===== src/rtl/riscv_pkg.sv =====
// rtl/riscv_pkg.sv - shared widths, funct3 codes and state type for the memory-access stage
package riscv_pkg;
  localparam int XLEN       = 32;
  localparam int BYTE_LANES = XLEN / 8;

  localparam logic [2:0] F3_LB  = 3'd0;
  localparam logic [2:0] F3_LH  = 3'd1;
  localparam logic [2:0] F3_LW  = 3'd2;
  localparam logic [2:0] F3_LBU = 3'd4;
  localparam logic [2:0] F3_LHU = 3'd5;
  localparam logic [2:0] F3_SB  = 3'd0;
  localparam logic [2:0] F3_SH  = 3'd1;
  localparam logic [2:0] F3_SW  = 3'd2;

  typedef enum logic [1:0] {IDLE, REQ, RESP, DONE} mem_state_t;
endpackage


===== src/rtl/load_align.sv =====
// rtl/load_align.sv - shifts a read word down to the addressed lane and sign/zero extends it
module load_align
  import riscv_pkg::*;
(
  input  logic [XLEN-1:0] rdata,
  input  logic [1:0]      offset,
  input  logic [2:0]      funct3,
  output logic [XLEN-1:0] value
);
  logic [XLEN-1:0] shifted;

  always_comb begin
    shifted = rdata >> {offset, 3'b000};
    case (funct3)
      F3_LB:   value = {{(XLEN-8){shifted[7]}}, shifted[7:0]};
      F3_LH:   value = {{(XLEN-16){shifted[15]}}, shifted[15:0]};
      F3_LW:   value = rdata;
      F3_LBU:  value = {{(XLEN-8){1'b0}}, shifted[7:0]};
      F3_LHU:  value = {{(XLEN-16){1'b0}}, shifted[15:0]};
      default: value = shifted;
    endcase
  end
endmodule


===== src/rtl/mem_access_stage.sv =====
// rtl/mem_access_stage.sv - MEM pipeline stage: data-bus transaction, store lane steering, load extraction
module mem_access_stage
  import riscv_pkg::*;
(
  input  logic                  clk,
  input  logic                  rst_n,
  input  logic                  in_valid,
  input  logic [XLEN-1:0]       alu_result,
  input  logic [XLEN-1:0]       store_data,
  input  logic [2:0]            funct3,
  input  logic                  mem_read,
  input  logic                  mem_write,
  input  logic                  reg_write,
  input  logic [4:0]            rd,
  output logic                  stall,
  output logic                  out_valid,
  output logic [XLEN-1:0]       out_result,
  output logic [4:0]            out_rd,
  output logic                  out_reg_write,
  output logic                  out_misaligned,
  output logic                  dmem_req_valid,
  input  logic                  dmem_req_ready,
  output logic [XLEN-1:0]       dmem_addr,
  output logic                  dmem_we,
  output logic [BYTE_LANES-1:0] dmem_be,
  output logic [XLEN-1:0]       dmem_wdata,
  input  logic                  dmem_rsp_valid,
  input  logic [XLEN-1:0]       dmem_rdata
);
  mem_state_t            state_q, state_d;
  logic [XLEN-1:0]       addr_q, addr_d;
  logic [2:0]            f3_q, f3_d;
  logic                  is_load_q, is_load_d;
  logic [4:0]            rd_q, rd_d;
  logic                  rw_q, rw_d;
  logic                  req_valid_q, req_valid_d;
  logic                  we_q, we_d;
  logic [BYTE_LANES-1:0] be_q, be_d;
  logic [XLEN-1:0]       wdata_q, wdata_d;
  logic                  out_valid_q, out_valid_d;
  logic [XLEN-1:0]       out_result_q, out_result_d;
  logic [4:0]            out_rd_q, out_rd_d;
  logic                  out_rw_q, out_rw_d;
  logic                  out_mis_q, out_mis_d;

  logic                  is_mem, bad_f3, misaligned;
  logic [BYTE_LANES-1:0] be_new;
  logic [XLEN-1:0]       wdata_new, load_value;

  load_align u_load_align (
    .rdata  (dmem_rdata),
    .offset (addr_q[1:0]),
    .funct3 (f3_q),
    .value  (load_value)
  );

  // Decode of the incoming access; only consumed while IDLE.
  always_comb begin
    is_mem     = mem_read | mem_write;
    bad_f3     = mem_write ? (funct3 >= 3'd3) : ((funct3 == 3'd3) || (funct3 >= 3'd6));
    misaligned = ((funct3[1:0] == 2'b01) && alu_result[0]) ||
                 ((funct3[1:0] == 2'b10) && (alu_result[1:0] != 2'b00));
    case (funct3[1:0])
      2'b00: begin
        be_new    = 4'b0001 << alu_result[1:0];
        wdata_new = {4{store_data[7:0]}};
      end
      2'b01: begin
        be_new    = 4'b0011 << alu_result[1:0];
        wdata_new = {2{store_data[15:0]}};
      end
      default: begin
        be_new    = 4'b1111;
        wdata_new = store_data;
      end
    endcase
  end

  always_comb begin
    state_d      = state_q;
    addr_d       = addr_q;
    f3_d         = f3_q;
    is_load_d    = is_load_q;
    rd_d         = rd_q;
    rw_d         = rw_q;
    req_valid_d  = req_valid_q;
    we_d         = we_q;
    be_d         = be_q;
    wdata_d      = wdata_q;
    out_valid_d  = 1'b0;
    out_result_d = out_result_q;
    out_rd_d     = out_rd_q;
    out_rw_d     = out_rw_q;
    out_mis_d    = out_mis_q;
    stall        = 1'b0;

    case (state_q)
      IDLE: begin
        if (in_valid && !is_mem) begin
          out_valid_d  = 1'b1;
          out_result_d = alu_result;
          out_rd_d     = rd;
          out_rw_d     = reg_write;
          out_mis_d    = 1'b0;
        end else if (in_valid) begin
          stall     = 1'b1;
          addr_d    = alu_result;
          f3_d      = funct3;
          is_load_d = mem_read;
          rd_d      = rd;
          rw_d      = reg_write;
          if (bad_f3 || misaligned) begin
            // Faulting access completes without touching the bus.
            state_d      = DONE;
            out_valid_d  = 1'b1;
            out_result_d = alu_result;
            out_rd_d     = rd;
            out_rw_d     = 1'b0;
            out_mis_d    = 1'b1;
          end else begin
            state_d     = REQ;
            req_valid_d = 1'b1;
            we_d        = mem_write;
            be_d        = be_new;
            wdata_d     = mem_write ? wdata_new : '0;
          end
        end
      end
      REQ: begin
        stall = 1'b1;
        if (dmem_req_ready) begin
          req_valid_d = 1'b0;
          if (is_load_q) begin
            state_d = RESP;
          end else begin
            state_d      = DONE;
            out_valid_d  = 1'b1;
            out_result_d = addr_q;
            out_rd_d     = rd_q;
            out_rw_d     = rw_q;
            out_mis_d    = 1'b0;
          end
        end
      end
      RESP: begin
        stall = 1'b1;
        if (dmem_rsp_valid) begin
          state_d      = DONE;
          out_valid_d  = 1'b1;
          out_result_d = load_value;
          out_rd_d     = rd_q;
          out_rw_d     = rw_q;
          out_mis_d    = 1'b0;
        end
      end
      default: state_d = IDLE;
    endcase
  end

  always_ff @(posedge clk or negedge rst_n) begin
    if (!rst_n) begin
      state_q      <= IDLE;
      addr_q       <= '0;
      f3_q         <= '0;
      is_load_q    <= 1'b0;
      rd_q         <= '0;
      rw_q         <= 1'b0;
      req_valid_q  <= 1'b0;
      we_q         <= 1'b0;
      be_q         <= '0;
      wdata_q      <= '0;
      out_valid_q  <= 1'b0;
      out_result_q <= '0;
      out_rd_q     <= '0;
      out_rw_q     <= 1'b0;
      out_mis_q    <= 1'b0;
    end else begin
      state_q      <= state_d;
      addr_q       <= addr_d;
      f3_q         <= f3_d;
      is_load_q    <= is_load_d;
      rd_q         <= rd_d;
      rw_q         <= rw_d;
      req_valid_q  <= req_valid_d;
      we_q         <= we_d;
      be_q         <= be_d;
      wdata_q      <= wdata_d;
      out_valid_q  <= out_valid_d;
      out_result_q <= out_result_d;
      out_rd_q     <= out_rd_d;
      out_rw_q     <= out_rw_d;
      out_mis_q    <= out_mis_d;
    end
  end

  assign out_valid      = out_valid_q;
  assign out_result     = out_result_q;
  assign out_rd         = out_rd_q;
  assign out_reg_write  = out_rw_q;
  assign out_misaligned = out_mis_q;
  assign dmem_req_valid = req_valid_q;
  assign dmem_addr      = {addr_q[XLEN-1:2], 2'b00};
  assign dmem_we        = we_q;
  assign dmem_be        = be_q;
  assign dmem_wdata     = wdata_q;
endmodule


===== config.mk =====
export PLATFORM = sky130hd
export DESIGN_NAME = mem_access_stage
export DESIGN_NICKNAME = d
export VERILOG_FILES = /design/src/rtl/riscv_pkg.sv /design/src/rtl/load_align.sv /design/src/rtl/mem_access_stage.sv
export SDC_FILE = /design/constraint.sdc
export NUM_CORES = 1
export LEC_CHECK = 0
export ABC_CLOCK_PERIOD_IN_PS = 4100
export CORE_MARGIN = 2
export CORE_UTILIZATION = 50
export DETAILED_ROUTE_END_ITERATION = 16
export PLACE_DENSITY = 0.88
export SLEW_MARGIN = 10
export SYNTH_ARGS = -nofsm -noshare
export SYNTH_HDL_FRONTEND = slang
export SYNTH_SLANG_ARGS = --single-unit
export TNS_END_PERCENT = 20

===== constraint.sdc =====
create_clock -name clk -period 4.1 [get_ports clk]
set_clock_uncertainty 0.1 [all_clocks]
set_input_delay 0.82 -clock clk [delete_from_list [all_inputs] [get_ports clk]]
set_output_delay 0.82 -clock clk [all_outputs]
set_load 0.02 [all_outputs]

# Word-level counts from Yosys, hierarchy flattened
# Cells that the tools add are included.
# Widths: inputs -> output; s select.
# word_totals
out_inout_bits	111
inputBits	112
ff_bits	122
word_cells	114
# op_classes
mux	55
n_reduce_logical	19
bitwise_logic	3
n_eq_ne	17
order_cmp	2
n_shift	3
# ops
cell	count
$mux 32	7
$pmux 32 s5	1
$pmux 32 s3	1
$pmux 32 s2	1
$shr 32x5->32	1
$mux 5	6
$mux 1	26
$pmux 5 s3	1
$ne 2x2->1 const B	6
$mux 2	5
$pmux 1 s3	3
$pmux 4 s2	1
$reduce_and 4->1	2
$eq 3x2->1 const B	2
$eq 3x3->1 const B	2
$ne 3x3->1 const B	2
$pmux 2 s3	1
$reduce_and 6->1	1
$reduce_and 5->1	1
$eq 2x1->1 const B	2
$eq 2x2->1 const B	2
$logic_not 2->1	2
$pmux 1 s2	2
$reduce_bool 2->1	2
14 further kinds	19

# Depth between registers and ports, before layout
# depth
depth_word	8
mapped_depth	10
depth_no_buf	7

# By module
# Synthesis repeated with hierarchy kept, for this count alone.
# hier_totals
cells_unflattened	711
hier_area_um2	7144.4
# by_module_without_submodules
module	seq_area_each_um2	area_each_um2	n_inst	cells_per_inst
mem_access_stage	3052.9	6207.2	1	582
load_align	0.0	937.1	1	129

# Worst setup path before layout
# OpenSTA, ideal clock, no wires.
# synth_path
path_kind	input port to output port
startpoint	in in_valid
endpoint	out stall
path_buffers	2
slack_ns	1.347
path_stages	4
required_ns	3.180
t_arrival_ns	1.833
path_cell_list	buf_2 -> o211ai_1 -> clkbuf_1 -> a21oi_1
# synth_via
elab_chain_cells	3
elab_cells_between_ends	4
classes_between	mux: 3; reduce/logical: 1
# synth_rtl
element	line	text
from (decl)	mem_access_stage.sv:7	input logic in_valid,
$mux 1 or $logic_and 1x1->1 (tied branches)	mem_access_stage.sv:105, mem_access_stage.sv:99	
$mux 1 (*)	mem_access_stage.sv:99	if (in_valid && !is_mem) begin
$pmux 1 s2 (*)	mem_access_stage.sv:97	case (state_q)
to (decl)	mem_access_stage.sv:15	output logic stall,
# Every way passes the cells marked *; elsewhere a longest branch is shown, timed or not.

# Final worst setup path
# layout_path
startpoint	reg state_q[0]
endpoint	out stall
# layout_via
elab_chain_cells	3
elab_cells_between_ends	5
classes_between	eq/ne: 2; mux: 1; reduce/logical: 2
# layout_rtl
element	line	text
from (decl)	mem_access_stage.sv:30	mem_state_t state_q, state_d;
from (signal assigned)	mem_access_stage.sv:178	state_q <= state_d;
$eq 2x2->1 or $eq 2x1->1 (tied branches)	mem_access_stage.sv:97	
$reduce_or 2->1 (no line)	-	
$pmux 1 s2 (*)	mem_access_stage.sv:97	
# Marked as above.

==> flow_summary_export.csv <==
group,metric,value,unit
run_status,status,"complete, no violations",
clock_tree,cts-htree-levels,4,
synth,syn_area,7068,µm²
final_layout,layout_common_cells,"clkdlybuf4s50_1, nand2_1, dfrtp_1",
power,p_leak,4.146,nW
final_layout,antenna_cells,0,
die,die_w,122.9,µm
global_routing,antenna_found_initial,0,
synth,yosys_warnings,0,
global_routing,first_global_vias,6391,
power,ir_worst_vdd,0.4356,mV
die,rows,43,
synth,synth-edff-count,0,
placed_design,dp_slack,0.4616,ns
final_layout,final_layout_size_suffix_gt1_share,13.19,%
synth,yosysUniqueCellTypes,56,
clock_tree,cts_sinks,122,
run,drv_cap,0,
sta,period_needed,3.371,ns
clock_tree,tritoncts,"built",
routing,remaining_drc_errors,0,
sta,max_slew_margin,40.12,%
global_routing,grt_pass1_wl,33620,µm
final_layout,fin_cells,1128,
sta,clock.fmax,0.2967,GHz
final_layout,fill_cells,1042,
routing,ant_nets,0,
global_routing,grt_use_total,29.23,%
worst_hold_path,holdPathStages,2,
power,cellPowerDensity,900.7,nW/µm²
placed_design,hpwl,15170,µm
global_routing,grt_max_degree,68,
worst_setup_path,crit_path_max_fanout,10,
routing,vias_per_cell,5.868,
die,die_area,15100,µm²
synth,async_flop_share,100.0,%
worst_setup_path,cp.arrival,2.45,ns
placed_design,io_buffers,220,
sta,setup_viol,0,
worst_hold_path,hp-class,"flop to flop",
worst_setup_path,reg2regPathDepth,7,
die,initial_utilization,51.12,%
clock_tree,clk_path_buf_depth,2,
sta,drv_slew,0,
sta,setup_ws,0.7294,ns
synth,synth_seq_cells,122,
placed_design,gp_congestion,0.9561,
final_layout,mostFrequentLayoutCell,"clkdlybuf4s50_1",
routing,first_iter_violations,582,
sta,grt_setup_unrepaired,"no",
routing,vias,6619,
worst_setup_path,end_kind,"primary output",
die,core_area,13830,µm²
placed_design,place_inst,1096,
routing,wire_per_inst,19.30,µm
clock_tree,ctsResizeCount,0,
final_layout,syn2layout_area_growth,37.56,%
clock_tree,cts_setup_buffers,0,
clock_tree,postCtsHoldBufs,0,
sta,fin_crit_sh,82.21,%
power,p_total,8.758,mW
die,io_pins,223,
clock_tree,numCtsBuffers,17,
clock_tree,clk_pin_slew,0.06,ns
routing,drt_wl_total,21770,µm
global_routing,grt_remaining_overflow,0,
worst_setup_path,path_class,"flop to primary output",
worst_setup_path,required,3.18,ns
synth,synthCells,767,
routing,firstDrtPassIters,6,
clock_tree,root_buffer,"clkbuf_16",
final_layout,nets,1051,
clock_tree,worstSkewPairLatency,0.43,ns
sta,final.setup.tns,0,ns
sta,max_slew.worst_pin.slew,0.8982,ns
die,die_height,122.9,µm
worst_setup_path,start_kind,"flop",
sta,final-hold-violation-count,0,
synth,synth.avg_cell_area,9.215,µm²
synth,synth_top_flop_cell,"dfrtp_1",
synth,synth_seq_area_share,43.19,%
through the flow:
stage                     util (%)  cell area [µm²]  hold slack (ns)
after global placement       66.29             9166           0.3604
final                        70.32             9723           0.3770
after floorplan                  -             7072           0.3792
after global routing         70.32             9723           0.3993
after detailed placement     66.29             9166           0.3691
after CTS                    70.32             9723           0.3818
cells in the mapped netlist (10+ instances only):
library cell / number / area share (%)
mux2_2: 63 / 10
a21oi_1: 29 / 2.1
nand2b_1: 12 / 1.1
nand3_1: 11 / 0.78
inv_1: 10 / 0.53
buf_4: 32 / 3.4
nand2_1: 152 / 8.1
nor2_1: 41 / 2.2
o21ai_0: 92 / 6.5
clkbuf_1: 43 / 2.3
dfrtp_1: 122 / 43
mux2i_1: 23 / 3.3
sequential cells by signal, indices dropped and copies added, names as in the netlist:
signal / flops
addr_q: 32
dmem_be: 4
dmem_req_valid: 1
dmem_wdata: 32
dmem_we: 1
f3_q: 3
is_load_q: 1
out_misaligned: 1
out_rd: 5
out_reg_write: 1
out_result: 32
out_valid: 1
rd_q: 5
rw_q: 1
state_q: 2
power by group:
part / internal (mW) / switching (mW) / total (mW)
clock network: 0.860 / 0.563 / 1.42
logic: 2.30 / 2.72 / 5.02
registers: 1.83 / 0.478 / 2.31
total: 5.00 / 3.76 / 8.76
final cells by class:
type | count | area (µm²) | share of cell area (%)
multi-input cells | 549 | 3517 | 36.17
flip-flops and latches | 122 | 3053 | 31.40
repair buffers | 234 | 2330 | 23.96
clock buffers | 21 | 460.4 | 4.736
well taps | 180 | 225.2 | 2.316
clock inverters | 11 | 96.34 | 0.9909
inverters | 11 | 41.29 | 0.4247
worst paths after layout:
kind	start	end	slack, ns
min reg2reg	dmem_wdata[3]	dmem_wdata[3]	0.38
max in group asynchronous	rst_n	dmem_req_valid	2.66
max reg2reg	state_q[0]	out_result[16]	0.92
max	state_q[0]	stall	0.73
min in group asynchronous	rst_n	out_result[29]	0.42
min	dmem_wdata[3]	dmem_wdata[3]	0.38
worst max-delay path: stages, from the launching register on:
cell,delay [ns]
dfrtp_1,0.38
inv_1,0.09
ha_2,0.32
clkinv_1,0.34
a21oi_1,0.27
clkdlybuf4s50_1,0.63
kinds of logic (layout without fill, tap and decap cells):
kind of cell               count (synthesis)  after routing  synth area share (%)
and+or+nand+nor                          250            250                 15.42
AOI/OAI and AO/OA                        198            198                 18.09
DFF                                      122            122                 43.19
buffers and inverters                     97            277                 7.169
muxes                                     95             95                 15.37
adders and majority gates                  4              4                0.7081
other                                      1              2               0.05306
metal layers:
| layer | global-route usage [%] | part of all wire, % |
|---|---|---|
| met3 | 8.441 | 10 |
| met4 | 10.85 | 2.4 |
| met5 | 0 | 0 |
| met1 | 35.15 | 38 |
| met2 | 49.72 | 49 |
(Power assumes the default switching activity.)
